$ cat src/rtl/flash_ctrl_pkg.sv
// Shared definitions for the flash controller info-partition scheduler:
// info page geometry, operation encoding and scheduler FSM states.
package flash_ctrl_pkg;

  localparam int unsigned InfoTypes    = 3;
  localparam int unsigned InfosPerBank = 10;
  localparam int unsigned InfoTypeSize [InfoTypes] = '{InfosPerBank, 1, 2};
  localparam int unsigned TypeW        = $clog2(InfoTypes);
  localparam int unsigned PageW        = $clog2(InfosPerBank);

  typedef enum logic [1:0] {
    InfoOpRead  = 2'd0,
    InfoOpProg  = 2'd1,
    InfoOpErase = 2'd2
  } info_op_e;

  typedef enum logic [2:0] {
    StIdle,
    StCheck,
    StIssue,
    StWait,
    StResp
  } sched_state_e;

  // Type values beyond InfoTypes never match a table entry, so they are invalid too.
  function automatic logic info_page_valid(input logic [TypeW-1:0] typ,
                                           input logic [PageW-1:0] page);
    logic ok;
    ok = 1'b0;
    for (int unsigned t = 0; t < InfoTypes; t++) begin
      if ((32'(typ) == t) && (32'(page) < InfoTypeSize[t])) ok = 1'b1;
    end
    return ok;
  endfunction

endpackage

$ cat src/rtl/flash_ctrl_rr_arb.sv
// Combinational round-robin picker: grants the first requester at or after
// the pointer, wrapping modulo NumReq.
module flash_ctrl_rr_arb #(
  parameter int unsigned NumReq = 3,
  parameter int unsigned IdxW   = $clog2(NumReq)
) (
  input  logic [NumReq-1:0] i_req,
  input  logic [IdxW-1:0]   i_ptr,
  output logic [NumReq-1:0] o_gnt,
  output logic [IdxW-1:0]   o_idx
);

  int w_cand;

  // Walk from the farthest candidate back to the pointer so the nearest set request wins.
  always_comb begin
    o_gnt  = '0;
    o_idx  = '0;
    w_cand = 0;
    for (int k = int'(NumReq) - 1; k >= 0; k--) begin
      w_cand = (int'(i_ptr) + k) % int'(NumReq);
      for (int j = 0; j < int'(NumReq); j++) begin
        if ((j == w_cand) && i_req[j]) begin
          o_gnt    = '0;
          o_gnt[j] = 1'b1;
          o_idx    = IdxW'(j);
        end
      end
    end
  end

endmodule

$ cat src/rtl/flash_ctrl_info_sched.sv
// Round-robin scheduler of info-partition page accesses onto the single flash phy port.
// Optional phy watchdog enabled by defining FLASH_CTRL_INFO_SCHED_TIMEOUT_EN.
module flash_ctrl_info_sched
  import flash_ctrl_pkg::*;
#(
  parameter int unsigned NumReq        = 3,
  parameter int unsigned TimeoutCycles = 1024
) (
  input  logic                    clk_i,
  input  logic                    rst_i,
  input  logic [NumReq-1:0]       req_i,
  input  logic [NumReq*TypeW-1:0] type_i,
  input  logic [NumReq*PageW-1:0] page_i,
  input  logic [NumReq*2-1:0]     op_i,
  output logic [NumReq-1:0]       done_o,
  output logic [NumReq-1:0]       err_o,
  output logic                    phy_req_o,
  output logic [TypeW-1:0]        phy_type_o,
  output logic [PageW-1:0]        phy_page_o,
  output logic [1:0]              phy_op_o,
  input  logic                    phy_ack_i,
  input  logic                    phy_done_i,
  input  logic                    phy_err_i,
  output logic                    busy_o,
  output logic                    timeout_o
);

  localparam int unsigned IdxW = $clog2(NumReq);
  localparam int unsigned CntW = $clog2(TimeoutCycles + 1);

  sched_state_e      r_state, w_state_nxt;
  logic [IdxW-1:0]   r_ptr, r_idx, w_arb_idx;
  logic [NumReq-1:0] w_gnt;
  logic [TypeW-1:0]  r_type;
  logic [PageW-1:0]  r_page;
  info_op_e          r_op;
  logic              r_err;
  logic              w_any, w_valid, w_to_hit, w_timeout;

  flash_ctrl_rr_arb #(
    .NumReq(NumReq),
    .IdxW  (IdxW)
  ) u_arb (
    .i_req(req_i),
    .i_ptr(r_ptr),
    .o_gnt(w_gnt),
    .o_idx(w_arb_idx)
  );

  assign w_any = |w_gnt;

`ifdef FLASH_CTRL_INFO_SCHED_TIMEOUT_EN
  logic [CntW-1:0] r_cnt;
  logic            r_timeout;

  assign w_to_hit = (r_state inside {StIssue, StWait}) && (r_cnt == CntW'(TimeoutCycles));

  // Clearing in CHECK makes every phy command start with a fresh watchdog budget.
  always_ff @(posedge clk_i or posedge rst_i) begin
    if (rst_i) begin
      r_cnt     <= '0;
      r_timeout <= 1'b0;
    end else begin
      if (r_state == StCheck) r_cnt <= '0;
      else if ((r_state inside {StIssue, StWait}) && !w_to_hit) r_cnt <= r_cnt + CntW'(1);
      if (w_to_hit) r_timeout <= 1'b1;
    end
  end

  assign w_timeout = r_timeout;
`else
  logic [CntW-1:0] w_unused_cnt;
  assign w_unused_cnt = '0;
  assign w_to_hit     = 1'b0;
  assign w_timeout    = 1'b0;
`endif

  assign w_valid = info_page_valid(r_type, r_page) && !w_timeout;

  always_ff @(posedge clk_i or posedge rst_i) begin
    if (rst_i) r_state <= StIdle;
    else       r_state <= w_state_nxt;
  end

  always_comb begin
    w_state_nxt = r_state;
    phy_req_o   = 1'b0;
    done_o      = '0;
    err_o       = '0;
    unique case (r_state)
      StIdle:  if (w_any) w_state_nxt = StCheck;
      StCheck: w_state_nxt = w_valid ? StIssue : StResp;
      StIssue: begin
        phy_req_o = !w_to_hit;
        if (w_to_hit)       w_state_nxt = StResp;
        else if (phy_ack_i) w_state_nxt = StWait;
      end
      StWait:  if (w_to_hit || phy_done_i) w_state_nxt = StResp;
      StResp: begin
        done_o[r_idx] = 1'b1;
        err_o[r_idx]  = r_err;
        w_state_nxt   = StIdle;
      end
      default: w_state_nxt = StIdle;
    endcase
  end

  // Request fields are captured once in IDLE so later input changes cannot disturb the command.
  always_ff @(posedge clk_i or posedge rst_i) begin
    if (rst_i) begin
      r_ptr  <= '0;
      r_idx  <= '0;
      r_type <= '0;
      r_page <= '0;
      r_op   <= InfoOpRead;
      r_err  <= 1'b0;
    end else begin
      case (r_state)
        StIdle: begin
          if (w_any) begin
            r_idx  <= w_arb_idx;
            r_type <= type_i[w_arb_idx*TypeW +: TypeW];
            r_page <= page_i[w_arb_idx*PageW +: PageW];
            r_op   <= info_op_e'(op_i[w_arb_idx*2 +: 2]);
          end
        end
        StCheck: r_err <= !w_valid;
        StIssue: if (w_to_hit) r_err <= 1'b1;
        StWait: begin
          if (w_to_hit)        r_err <= 1'b1;
          else if (phy_done_i) r_err <= phy_err_i;
        end
        StResp:  r_ptr <= (r_idx == IdxW'(NumReq - 1)) ? '0 : r_idx + IdxW'(1);
        default: ;
      endcase
    end
  end

  assign phy_type_o = r_type;
  assign phy_page_o = r_page;
  assign phy_op_o   = r_op;
  assign busy_o     = (r_state != StIdle);
  assign timeout_o  = w_timeout;

endmodule

$ cat config.mk
export PLATFORM = sky130hd
export DESIGN_NAME = flash_ctrl_info_sched
export DESIGN_NICKNAME = d
export VERILOG_FILES = /design/src/rtl/flash_ctrl_pkg.sv /design/src/rtl/flash_ctrl_rr_arb.sv /design/src/rtl/flash_ctrl_info_sched.sv
export SDC_FILE = /design/constraint.sdc
export NUM_CORES = 1
export LEC_CHECK = 0
export ABC_AREA = 0
export BUFFER_PORTS_ARGS = -buffer_cell sky130_fd_sc_hd__buf_4
export CORE_MARGIN = 4
export CORE_UTILIZATION = 42
export CTS_CLUSTER_DIAMETER = 30
export DETAILED_ROUTE_END_ITERATION = 10
export PLACE_DENSITY = 0.86
export SETUP_SLACK_MARGIN = 0.4
export SLEW_MARGIN = 30
export SYNTH_ARGS = -nofsm -noshare
export SYNTH_HDL_FRONTEND = slang
export SYNTH_SLANG_ARGS = --single-unit
$ cat constraint.sdc
create_clock -name clk_i -period 2.13 [get_ports clk_i]
set_clock_uncertainty 0.15 [all_clocks]
set_input_delay 0.426 -clock clk_i [delete_from_list [all_inputs] [get_ports clk_i]]
set_output_delay 0.426 -clock clk_i [all_outputs]
set_load 0.01 [all_outputs]
-- Word level (Yosys, flattened, before mapping)
Cells that the tools add are included.
W data, S select, Z words.
- flip-flop bits (word level): 16
- input bits: 32
- output and inout port bits: 17
- logic and storage cells: 96
- add/subtract/negate cells: 3
- divide/modulo/power cells: 3
- $lt $le $gt $ge: 5
- equality and inequality tests: 16
- shift-type cells: 3
- mux-type cells: 33
- bitwise logic cells: 1
- reductions and logical operators: 25
- operator list (operator ; count):
    $eq A2 B32 Y1 const A ; 3
    $eq A3 B32 Y1 const A ; 3
    $logic_not A32 Y1 ; 3
    $mod A32 B3 Y32 const B ; 2
    $mux W3 ; 13
    $mod A3 B3 Y32 const B ; 1
    $mux W2 ; 9
    $logic_and A1 B1 Y1 ; 13
    $pmux W3 S4 ; 1
    $shiftx A12 B5 Y4 ; 1
    $shiftx A6 B4 Y2 ; 2
    $mux W1 ; 8
    $eq A3 B2 Y1 const B ; 2
    $ne A2 B2 Y1 const B ; 3
    $eq A2 B2 Y1 const B ; 2
    $lt A4 B1 Y1 const B ; 1
    $lt A4 B2 Y1 const B ; 1
    $lt A4 B4 Y1 const B ; 1
    $reduce_and A2 Y1 ; 2
    $add A2 B1 Y3 const B ; 1
    $add A2 B2 Y3 const B ; 1
    $and A3 B3 Y3 ; 1
    $eq A3 B1 Y1 const B ; 1
    $eq A3 B3 Y1 const B ; 1
    13 further kinds ; 13

-- Longest topological paths before layout
- word-level depth: 16
- mapped depth: 8

-- Cells and area by module
Synthesis repeated with hierarchy kept, for this count alone.
- cell total of the unflattened synthesis: 130
- area total of the unflattened synthesis: 1103.6 sq um
- by module, submodules not included (module ; instances ; cells each ; area an instance (sq um)):
    flash_ctrl_info_sched ; 1 ; 112 ; 987.2
    flash_ctrl_rr_arb ; 1 ; 18 ; 116.4

-- Worst setup path before layout
No wires, ideal clock.
- kind: flip-flop to flip-flop
- start: register r_ptr[0]
- end: register r_op[0], in the netlist phy_op_o[0]
- library setup time: 0.126 ns
- data arrival time: 1.766 ns
- required time: 1.854 ns
- setup slack: 0.088 ns
- stages on the path, launching flop included: 8
- buffers on the path: 0
- period minus slack after synthesis: 2.042 ns
- cell sequence: dfrtp_1 > inv_1 > ha_1 > nor2b_4 > a2bb2oi_2 > a2bb2oi_4 > o21ai_4 > a221o_1
- longest elaborated chain between the ends: 15
- ends and longest elaborated chain (item ; line ; source):
    start: declaration ; flash_ctrl_info_sched.sv:32 ; logic [IdxW-1:0] r_ptr, r_idx, w_arb_idx;
    start signal: assignment ; flash_ctrl_info_sched.sv:133 ; StResp: r_ptr <= (r_idx == IdxW'(NumReq - 1)) ? '0 : r_idx + IdxW'(1);
    parallel branches: the longest is 15 deep, another holds $mod A32 B3 Y32 ; n/a ;
    end signal: assignment ; flash_ctrl_info_sched.sv:115 ; r_op <= InfoOpRead;
    end signal: assignment ; flash_ctrl_info_sched.sv:124 ; r_op <= info_op_e'(op_i[w_arb_idx*2 +: 2]);
    end: declaration ; flash_ctrl_info_sched.sv:36 ; info_op_e r_op;
Parallel ways; which one is timed is not known.
A chain may end at the register's enable or synchronous reset.

-- Worst setup path after layout
- start: register r_ptr[1]
- end: register r_page[1], in the netlist phy_page_o[1]
- longest elaborated chain between the ends: 15
- ends and longest elaborated chain (item ; line ; source):
    parallel branches: the longest is 15 deep, another holds $mod A32 B3 Y32 ; n/a ;
    end signal: assignment ; flash_ctrl_info_sched.sv:123 ; r_page <= page_i[w_arb_idx*PageW +: PageW];
    end: declaration ; flash_ctrl_info_sched.sv:35 ; logic [PageW-1:0] r_page;
Parallel ways; which one is timed is not known.

==> impl_results.md <==
- Outcome: complete, no violations
- Synthesized instance count: between 100 and 150
- Most used cell, CP: a2bb2oi_4
- WL final: 3350 um
- CP Class: register to register
- Sw power: around 0.0011 W
- Clock network fraction of total power: 0.074
- Combinational Power Share: 0.692
- EDFF count, synth: 0
- Initial core utilization: 0.444
- Bufs and invs on worst path: 1
- Pin count of the biggest net entering global routing: 17
- Warnings, synthesis: 0
- Total CTS buffers: 3
- Clk sinks: 16
- Worst vdd ir: just over 0.9 mV
- Commonest cells after routing, fill and taps aside: buf_4 (57), buf_6 (15), dfrtp_1 (14)
- Crit path largest cell delay: around 440 ps
- Commonest non-fill, non-tap cell in the layout: buf_4
- Final hold violation count: 0
- First-pass DRT Iterations: 4
- Critical Path Source Type: register
- Grt total ovfl: 0
- CTS Hold Bufs: 0
- Number of synthesized register bits: 16
- Cell Area, Synth: 1110 sq um
- I/O Pins: 49
- Core Box Area: between 2000 and 2500 sq um
- Port bufs: 47
- Fin crit share: 0.977
- Initial detailed-routing violation count: 34
- Switch share: 0.403
- Vias in the first global route: 1239
- H-tree depth: 1
- Total placed instance area: roughly 1500 sq um
- Synth-to-Final Area Change: 69.3%
- Post-DP HPWL: about 2300 um
- Global-route wire length before repair: between 5000 and 6000 um
- Final instance area: 1880 sq um
- GRT Util Overall: 0.201
- Post-synth cell types: 40
- Top delay family on crit path: compound AO/OA/AOI/OAI gates
- Arrival time worst endpoint: ~2100 ps
- Max Cap Viol: 0
- Die area: 3530 sq um
- Worst-Skew Late Latency: approximately 300 ps
- WL/cell: 15.7 um
- Via count: 1170
- Main area contributors after synthesis: dfrtp_1 (36%), a32o_1 (4.5%), mux2i_1 (4.5%)
- Worst slew margin: 0.601
- R2r setup slk: just under 50 ps
- Avg Inst Size Synth: between 10 and 15 sq um
- Sequential power share: 0.234
- P_leak: slightly above 0.9 nW
- Root Driver: clkbuf_4
- RSZ-0062 raised after global routing: true
- Slew Limit Fails: 0
- Cell Pwr Density: ~1500 nW/um^2
- Internal cell power: 0.00166 W
- Die W: slightly below 60 um
- Syn Nets: around 150
- Final Core Density: 0.752
- Slew @ Worst Pin: 598 ps
- DR DRC count: 0
- Hold WC Path Type: input pin to async pin
- CP required: between 2000 and 2500 ps
- CP max FO: 5
- Clock tree buffer depth: 2
- Finished Layout Cells: 213
- Vias/cell: 5.49
- Main synth FF type: dfrtp_1
- Standard-cell row count: 18
- Clock tree from TritonCTS: built
- Layout cell share with drive strength beyond 1: 0.590
- Synth top area share: 0.360
- Sequential fraction of the synthesis area: 0.360
- Worst hold margin: between 40 and 50 ps
- Slowest CP cell: dfrtp_1
- Worst-path clk slew: 90 ps
- Layout Nets: approximately 220
- Placed Instances: around 190
- Crit path cell chain: ha_4 -> nor2b_4 -> a2bb2oi_4 -> a2bb2oi_4 -> buf_6 -> nor3b_4 -> a221o_1
- Antenna cells: 0
- Initial antenna violation count: 0
- Max Freq: around 0.48 GHz
- Endpoint class of the critical path: register
- Filler Cells Inserted: 171
- Antenna viol nets, final: 0
- Die Height: about 60 um
- Final setup fails: 0
- Post-synthesis async set-or-reset flop share: 1.00
- Minimum clock period: ~2100 ps
- Leading area contributor after synthesis: dfrtp_1
- Final GP Congestion: ~0.8
## worst register-to-register path, stage by stage (launching register included)
cell and delay, ps:
dfrtp_1 440, ha_4 300, nor2b_4 190, a2bb2oi_4 170, a2bb2oi_4 220, buf_6 150
nor3b_4 50, a221o_1 300
## routing by layer
metal	track usage	vias to the layer above	wire, um
met3	0.0479	3	255
met4	0.0550	0	25
li1	-	559	-
met5	0	-	0
met1	0.242	553	1370
met2	0.354	55	1690
## final timing paths
check	start	to	depth (start not counted)
setup / recovery	r_ptr[1]$_DFFE_PP0P_	phy_page_o[1]$_DFFE_PP0P_	7
hold / removal	rst_i	phy_page_o[0]$_DFFE_PP0P_	2
setup reg to reg	r_ptr[1]$_DFFE_PP0P_	phy_page_o[1]$_DFFE_PP0P_	7
min in group clk_i	phy_done_i	r_state[1]$_DFFE_PP0P_	2
max in group asynchronous	rst_i	r_state[1]$_DFFE_PP0P_	2
hold reg to reg	phy_op_o[0]$_DFFE_PP0P_	phy_op_o[0]$_DFFE_PP0P_	1
## Yosys cell counts, drive strengths merged (2+ instances only)
cell type	count
buf	2
and3	4
a21o	2
nand2b	2
dfrtp	16
nor2	2
a221o	4
inv	12
a32o	5
a2bb2oi	2
o21ai	7
o211ai	2
or2	4
clkbuf	2
and2	3
nor3	3
nor2b	2
a21oi	4
o221ai	4
o31ai	3
nor3b	4
ha	3
mux2i	5
nand2	6
## kinds of logic after synthesis
kind of cell | Yosys count | synth area share
buf+inv | 16 | 0.0676
compound gates | 38 | 0.303
flops | 16 | 0.360
simple gates | 32 | 0.187
mux | 5 | 0.0450
fa+ha+maj | 3 | 0.0338
other cells | 1 | 0.00338
## stage by stage
step	setup TNS, ps	power, W	worst slack [ps]
2_1_floorplan	0	0.00158	152
3_3_place_gp	0	0.00193	86.1
3_5_place_dp	-3.47	0.00198	-3.47
4_1_cts	0	0.00259	71.0
5_1_grt	-59.1	0.00297	-18.3
6_report	0	0.00279	48.6
## sequential cells by signal (all words and copies together) (netlist names)
register	flops
r_err	1
r_state	3
r_ptr	2
phy_type_o	2
phy_page_o	4
phy_op_o	2
r_idx	2
## timing repair
| action | 4_1_cts | 5_1_grt |
|---|---|---|
| pin swaps | 12 | 5 |
| setup endpoints to repair | 19 | 19 |
| buffers inserted | 21 | 1 |
| resized for setup | 19 | 13 |
## power groups by stage
stage | clock network [W] | registers, W | logic (W)
final | 0.000206 | 0.000652 | 0.00193
after global routing | 0.000227 | 0.000672 | 0.00207
after CTS | 0.000204 | 0.000645 | 0.00174
after detailed placement | 0 | 0.000654 | 0.00133
after global placement | 0 | 0.000642 | 0.00129
after floorplan | 0 | 0.000614 | 0.000965
## layout make-up
class | count | area [sq um] | share of cell area
multi-input combinational | 79 | 762 | 0.405
timing repair buffer | 72 | 597 | 0.317
sequential | 16 | 403 | 0.214
inverter | 12 | 45.0 | 0.0240
tap | 30 | 37.5 | 0.0200
clock buffer | 4 | 36.3 | 0.0193
Note: power is estimated with default switching activity, not from simulation.
